## src/rtl/repeat_scan_pkg.sv

```systemverilog
// repeat_scan_pkg: shared widths and FSM state encoding for the repeat scanner.
`default_nettype none

package repeat_scan_pkg;

  localparam int DATA_W = 8;
  localparam int ADDR_W = 8;
  localparam int DEPTH  = 1 << ADDR_W;

  typedef enum logic [2:0] {
    S_IDLE     = 3'd0,
    S_RD_LEN   = 3'd1,
    S_WAIT_LEN = 3'd2,
    S_STREAM   = 3'd3,
    S_DRAIN    = 3'd4,
    S_FINISH   = 3'd5
  } state_t;

endpackage

`default_nettype wire

```

## src/rtl/repeat_scan_mem.sv

```systemverilog
// repeat_scan_mem: preloaded ROM-style array with a registered read port.
`default_nettype none

module repeat_scan_mem #(
  parameter int DATA_W = 8,
  parameter int ADDR_W = 8
) (
  input  logic              clk,
  input  logic [ADDR_W-1:0] addr_i,
  output logic [DATA_W-1:0] rdata_o
);

  // Contents come from outside (initialisation or hierarchical force); no write port.
  logic [DATA_W-1:0] mem [0:(1<<ADDR_W)-1];

  always_ff @(posedge clk) begin
    rdata_o <= mem[addr_i];
  end

endmodule

`default_nettype wire

```

## src/rtl/repeat_scan_top.sv

```systemverilog
// repeat_scan_top: streams mem[1..mem[0]] out and counts values already seen earlier.
`default_nettype none

module repeat_scan_top
  import repeat_scan_pkg::*;
(
  input  logic              clk,
  input  logic              resetn,
  input  logic              start,
  output logic              done,
  output logic              valid,
  output logic              repeats_valid,
  output logic [DATA_W-1:0] data_out,
  output logic [DATA_W-1:0] repeats
);

  state_t              state_q, state_d;
  logic [ADDR_W-1:0]   addr_q, addr_d;
  logic [DATA_W-1:0]   len_q, len_d;
  logic [DEPTH-1:0]    seen_q;
  logic [DATA_W-1:0]   cnt_q;
  logic                issue_q;
  logic                valid_q, done_q, rv_q;
  logic [DATA_W-1:0]   data_q, rep_q;
  logic [DATA_W-1:0]   rdata;

  repeat_scan_mem #(
    .DATA_W (DATA_W),
    .ADDR_W (ADDR_W)
  ) mem_inst (
    .clk     (clk),
    .addr_i  (addr_q),
    .rdata_o (rdata)
  );

  always_comb begin
    state_d = state_q;
    addr_d  = addr_q;
    len_d   = len_q;
    case (state_q)
      S_IDLE: begin
        if (start) begin
          state_d = S_RD_LEN;
          addr_d  = '0;
        end
      end
      S_RD_LEN:   state_d = S_WAIT_LEN;
      S_WAIT_LEN: begin
        len_d = rdata;
        if (rdata == '0) begin
          state_d = S_FINISH;
        end else begin
          state_d = S_STREAM;
          addr_d  = ADDR_W'(1);
        end
      end
      // Address holds at N after its last issue so it never wraps.
      S_STREAM: begin
        if (addr_q == len_q) state_d = S_DRAIN;
        else                 addr_d  = addr_q + ADDR_W'(1);
      end
      S_DRAIN:  state_d = S_FINISH;
      S_FINISH: state_d = S_IDLE;
      default:  state_d = S_IDLE;
    endcase
  end

  always_ff @(posedge clk or negedge resetn) begin
    if (!resetn) begin
      state_q <= S_IDLE;
      addr_q  <= '0;
      len_q   <= '0;
      seen_q  <= '0;
      cnt_q   <= '0;
      issue_q <= 1'b0;
      valid_q <= 1'b0;
      done_q  <= 1'b0;
      rv_q    <= 1'b0;
      data_q  <= '0;
      rep_q   <= '0;
    end else begin
      state_q <= state_d;
      addr_q  <= addr_d;
      len_q   <= len_d;
      // issue_q marks that rdata will hold a streamed element after this edge.
      issue_q <= (state_q == S_STREAM);
      valid_q <= issue_q;
      done_q  <= (state_q == S_FINISH);
      rv_q    <= (state_q == S_FINISH);
      if (state_q == S_FINISH) rep_q <= cnt_q;
      if (issue_q) data_q <= rdata;
      if (state_q == S_IDLE && start) begin
        seen_q <= '0;
        cnt_q  <= '0;
      end else if (issue_q) begin
        if (seen_q[rdata] && cnt_q != {DATA_W{1'b1}}) cnt_q <= cnt_q + DATA_W'(1);
        seen_q[rdata] <= 1'b1;
      end
    end
  end

  assign valid         = valid_q;
  assign done          = done_q;
  assign repeats_valid = rv_q;
  assign data_out      = data_q;
  assign repeats       = rep_q;

endmodule

`default_nettype wire

```

## config.mk

```make
export PLATFORM = sky130hd
export DESIGN_NAME = repeat_scan_top
export DESIGN_NICKNAME = d
export VERILOG_FILES = /design/src/rtl/repeat_scan_pkg.sv /design/src/rtl/repeat_scan_mem.sv /design/src/rtl/repeat_scan_top.sv
export SDC_FILE = /design/constraint.sdc
export NUM_CORES = 1
export LEC_CHECK = 0
export ABC_CLOCK_PERIOD_IN_PS = 2800
export BUFFER_PORTS_ARGS = -buffer_cell sky130_fd_sc_hd__buf_2
export CAP_MARGIN = 25
export CORE_MARGIN = 4
export CORE_UTILIZATION = 50
export CTS_CLUSTER_DIAMETER = 40
export DETAILED_ROUTE_END_ITERATION = 10
export GPL_TIMING_DRIVEN = 0
export PLACE_DENSITY = 0.71
export SLEW_MARGIN = 10
export SYNTH_ARGS = -nofsm -noshare
export SYNTH_HDL_FRONTEND = slang
export SYNTH_SLANG_ARGS = --single-unit
```

## constraint.sdc

```tcl
create_clock -name clk -period 2.8 [get_ports clk]
set_input_delay 0.7 -clock clk [delete_from_list [all_inputs] [get_ports clk]]
set_output_delay 0.7 -clock clk [all_outputs]
set_load 0.02 [all_outputs]
```

==> impl_metrics.xml <==
<?xml version="1.0" encoding="UTF-8"?>
<metrics>
  <group name="status">
    <metric name="outcome" unit="">finished clean</metric>
  </group>
  <group name="sta">
    <metric name="final.period_utilization" unit="%">59.5</metric>
    <metric name="clock-skew-final" unit="ns">0.0121</metric>
    <metric name="fin_tns_setup" unit="ns">0</metric>
    <metric name="fmax" unit="GHz">0.600</metric>
    <metric name="setup_viol_count_final" unit="">0</metric>
    <metric name="final.min_clock_period" unit="ns">1.67</metric>
    <metric name="final_max_slew_viol_count" unit="">0</metric>
    <metric name="worst-slew-pin-transition" unit="ns">0.660</metric>
    <metric name="max_slew_margin" unit="%">56.0</metric>
    <metric name="grt_setup_unrepaired" unit="">false</metric>
    <metric name="final_hold_viol_count" unit="">0</metric>
  </group>
  <group name="die">
    <metric name="dieHeight" unit="um">62.9</metric>
    <metric name="die_x" unit="um">62.9</metric>
    <metric name="num_rows" unit="">19</metric>
    <metric name="starting_density" unit="%">53.7</metric>
    <metric name="core-area" unit="um2">2810</metric>
    <metric name="ios" unit="">22</metric>
    <metric name="floorplan.die_area" unit="um2">3950</metric>
  </group>
  <group name="routing">
    <metric name="postRouteAntennaNets" unit="">0</metric>
    <metric name="routed-via-count" unit="">1112</metric>
    <metric name="route.detailed.wl_per_inst" unit="um">12.9</metric>
    <metric name="remaining_drc_errors" unit="">0</metric>
    <metric name="detailedRoute.firstPassIterationCount" unit="">4</metric>
    <metric name="routed_via_density" unit="">5.50</metric>
    <metric name="route.final.wire_length" unit="mm">2.61</metric>
    <metric name="drt_iter0_markers" unit="">51</metric>
  </group>
  <group name="pwr">
    <metric name="leakage" unit="nW">0.840</metric>
    <metric name="seqPwrFrac" unit="%">45.9</metric>
    <metric name="max-vdd-ir-drop" unit="V">0.000473</metric>
    <metric name="switch_pwr" unit="uW">574</metric>
    <metric name="power.combinational.fraction" unit="%">36.5</metric>
    <metric name="switching_share" unit="%">38.9</metric>
    <metric name="internal_power" unit="uW">903</metric>
    <metric name="p_clk_share" unit="%">17.6</metric>
    <metric name="power_density" unit="nW/um2">873</metric>
  </group>
  <group name="final_layout">
    <metric name="area_growth_syn_to_layout" unit="%">12.4</metric>
    <metric name="layout-drive-gt1-share" unit="%">26.3</metric>
    <metric name="regArea" unit="um2">776</metric>
    <metric name="multi_input_comb_area" unit="um2">653</metric>
    <metric name="diodes" unit="">0</metric>
    <metric name="nNetsFinal" unit="">177</metric>
    <metric name="final_core_util" unit="%">60.3</metric>
    <metric name="nFillCells" unit="">249</metric>
    <metric name="stdcell_area" unit="um2">1690</metric>
  </group>
  <group name="worst_setup_path">
    <metric name="worst-endpoint-required" unit="ns">2.10</metric>
    <metric name="critPathLaunchType" unit="">register</metric>
    <metric name="cpLargestDelayFamily" unit="">flip-flops</metric>
    <metric name="critical_path_class" unit="">register to output port</metric>
    <metric name="cpMaxStageDelayCell" unit="">sky130_fd_sc_hd__dfrtp_1</metric>
    <metric name="worst_ep_arrival_time" unit="ns">0.97</metric>
    <metric name="critical-path-max-stage-delay" unit="ns">0.38</metric>
    <metric name="worstSetupPathDepth" unit="">2</metric>
    <metric name="worstPathCellList" unit="">buf_4, buf_2</metric>
    <metric name="crit_buf_inv" unit="">2</metric>
    <metric name="maximum_net_fanout_on_the_critical_path" unit="">2</metric>
    <metric name="worst_r2r_path_depth" unit="">6</metric>
    <metric name="worstSetupEndpointType" unit="">output port</metric>
  </group>
  <group name="placement">
    <metric name="place.detailed.hpwl" unit="mm">1.85</metric>
    <metric name="routabilityCongestion" unit="">0.829</metric>
    <metric name="placed_area" unit="um2">1640</metric>
    <metric name="buffer_ports.inserted" unit="">13</metric>
  </group>
  <group name="global_routing">
    <metric name="grt_pass1_vias" unit="">1069</metric>
    <metric name="gr_util_all_layers" unit="%">15.5</metric>
    <metric name="grt_max_degree" unit="">32</metric>
    <metric name="grt_first_pass_wirelength" unit="mm">4.79</metric>
    <metric name="antenna_found_initial" unit="">0</metric>
    <metric name="grt_overflow" unit="">0</metric>
  </group>
  <group name="synthesis">
    <metric name="synth_area_leader_cell" unit="">sky130_fd_sc_hd__dfrtp_1</metric>
    <metric name="synth.lib_cells_used.distinct" unit="">38</metric>
    <metric name="yosysWarnings" unit="">0</metric>
    <metric name="post_synth_arst_share" unit="%">100</metric>
    <metric name="synth.area.top_cells" unit="">sky130_fd_sc_hd__dfrtp_1 (52%), sky130_fd_sc_hd__mux2_2 (5.2%), sky130_fd_sc_hd__buf_4 (4.5%)</metric>
    <metric name="synthesis.area_per_instance" unit="um2">10.5</metric>
    <metric name="synth_flop_cell" unit="">sky130_fd_sc_hd__dfrtp_1</metric>
    <metric name="post_synth_edffs" unit="">0</metric>
    <metric name="synth.top_cell.area_share" unit="%">51.5</metric>
    <metric name="synthesis.instances" unit="">144</metric>
    <metric name="post_synth_instance_area" unit="um2">1510</metric>
    <metric name="postSynthRegisterBits" unit="">31</metric>
    <metric name="synth.yosys.seq_area_share" unit="%">51.5</metric>
  </group>
  <group name="cts">
    <metric name="clk_pin_slew" unit="ns">0.10</metric>
    <metric name="tritoncts" unit="">done</metric>
    <metric name="cts_repair_resize_count" unit="">0</metric>
    <metric name="cts.root.buffer_cell" unit="">sky130_fd_sc_hd__clkbuf_4</metric>
    <metric name="cts_post_setup_buffers_inserted" unit="">0</metric>
    <metric name="number_of_buffers_added_by_the_clock_tree_synthesis_step" unit="">5</metric>
    <metric name="htree_num_levels" unit="">2</metric>
    <metric name="cts-root-to-sink-buffers" unit="">2</metric>
    <metric name="hold_fix_buffer_count_after_cts" unit="">0</metric>
    <metric name="worst_skew_pair.late_latency" unit="ns">0.33</metric>
    <metric name="tritoncts_sinks" unit="">31</metric>
  </group>
  <group name="flow_run">
    <metric name="max_cap_violations" unit="">0</metric>
  </group>
  <group name="hold_path">
    <metric name="hp-class" unit="">primary input to asynchronous set/reset pin</metric>
  </group>
</metrics>
## cell usage after synthesis, drive strengths merged (2+ instances only)
library cell and number:
o31ai 2, ha 3, mux2i 2, nor4 2, nand4 3, dfrtp 31, inv 5, buf 11
nand3b 2, nor2 15, a21oi 8, a211oi 2, xnor2 4, clkbuf 2, a31oi 5, nor3 2
nand2 11, mux2 7, nor4b 2, nand3 4, o21ai 8, and3 2
## logic make-up (layout without fill, tap and decap cells)
group	Yosys count	in the layout	share of synthesized area [%]
simple gates	48	48	17.1
mux	9	9	6.57
xor+xnor	5	5	2.91
other cells	1	8	0.249
flops	31	31	51.5
compound gates	29	29	12.3
fa+ha+maj	3	3	2.49
buf+inv	18	38	6.82
## worst register-to-register path, cell delays in order (launching register included)
cell and delay (ns):
sky130_fd_sc_hd__dfrtp_1 0.41, sky130_fd_sc_hd__inv_1 0.08, sky130_fd_sc_hd__ha_1 0.15, sky130_fd_sc_hd__nor4b_2 0.27
sky130_fd_sc_hd__a21oi_2 0.16, sky130_fd_sc_hd__or2_4 0.30, sky130_fd_sc_hd__a31oi_1 0.19
## power groups by stage
| stage | registers (mW) | clock network, mW | logic [mW] |
|---|---|---|---|
| after global routing | 0.700 | 0.302 | 0.610 |
| after detailed placement | 0.684 | 0 | 0.539 |
| final | 0.677 | 0.260 | 0.540 |
| after CTS | 0.676 | 0.273 | 0.543 |
| after floorplan | 0.706 | 0 | 0.376 |
| after global placement | 0.675 | 0 | 0.523 |
## flip-flops by register name (all words and copies together) (netlist names)
register and count:
addr_q 8, cnt_q 8, repeats 8, state_q 3, issue_q 1, repeats_valid 1
seen_q 1, valid 1
## stage by stage
stage	total power, mW	std cells	hold slack [ns]	worst slack [ns]
after floorplan	1.08	151	0.404	1.31
after global placement	1.20	195	0.458	1.04
after detailed placement	1.22	195	0.465	1.01
after CTS	1.49	202	0.410	1.11
after global routing	1.61	202	0.422	0.910
final	1.48	202	0.391	1.13
## cell type report
| cell class | instances | area share, % |
|---|---|---|
| Sequential cell | 31 | 45.9 |
| Multi-Input combinational cell | 102 | 38.6 |
| Buffer | 13 | 4.96 |
| Timing Repair Buffer | 13 | 3.85 |
| Clock buffer | 6 | 3.03 |
| Tap cell | 31 | 2.29 |
| Inverter | 5 | 1.11 |
| Clock inverter | 1 | 0.296 |
## cell usage in the layout (no fill, tap or decap), types with 2 or more instances in the layout
| cell type | count |
|---|---|
| sky130_fd_sc_hd__a211oi_1 | 2 |
| sky130_fd_sc_hd__a21oi_1 | 7 |
| sky130_fd_sc_hd__a31oi_1 | 5 |
| sky130_fd_sc_hd__and3_1 | 2 |
| sky130_fd_sc_hd__buf_2 | 14 |
| sky130_fd_sc_hd__buf_4 | 9 |
| sky130_fd_sc_hd__clkbuf_1 | 2 |
| sky130_fd_sc_hd__clkbuf_4 | 5 |
| sky130_fd_sc_hd__conb_1 | 8 |
| sky130_fd_sc_hd__dfrtp_1 | 31 |
| sky130_fd_sc_hd__ha_1 | 3 |
| sky130_fd_sc_hd__inv_1 | 4 |
| sky130_fd_sc_hd__mux2_2 | 7 |
| sky130_fd_sc_hd__mux2i_1 | 2 |
| sky130_fd_sc_hd__nand2_1 | 11 |
| sky130_fd_sc_hd__nand3_1 | 4 |
| sky130_fd_sc_hd__nand3b_1 | 2 |
| sky130_fd_sc_hd__nand4_1 | 3 |
| sky130_fd_sc_hd__nor2_1 | 15 |
| sky130_fd_sc_hd__nor4_1 | 2 |
| sky130_fd_sc_hd__nor4b_2 | 2 |
| sky130_fd_sc_hd__o21ai_0 | 8 |
| sky130_fd_sc_hd__o31ai_1 | 2 |
| sky130_fd_sc_hd__xnor2_1 | 4 |
## routing by layer
| metal | wire length [um] | global-route usage [%] | share of wire (%) | vias up |
|---|---|---|---|---|
| li1 | - | - | - | 553 |
| met1 | 1150 | 17.7 | 44 | 529 |
| met2 | 1280 | 25.6 | 49 | 24 |
| met3 | 124 | 5.76 | 4.8 | 6 |
| met4 | 58 | 7.44 | 2.2 | 0 |
| met5 | 0 | 0 | 0 | - |
## worst paths after layout
path                                         start                endpoint  slack [ns]
setup / recovery           repeats_valid$_DFF_PN0_           repeats_valid        1.13
hold / removal                              resetn    cnt_q[3]$_DFFE_PN0P_        0.39
setup reg to reg             addr_q[1]$_DFFE_PN0P_   addr_q[6]$_DFFE_PN0P_        1.16
hold reg to reg                  issue_q$_DFF_PN0_         valid$_DFF_PN0_        0.48
max in group asynchronous                   resetn  state_q[2]$_DFFE_PN0P_        1.97
min in group clk                 issue_q$_DFF_PN0_         valid$_DFF_PN0_        0.48
Power figures use the tool's default switching activity.
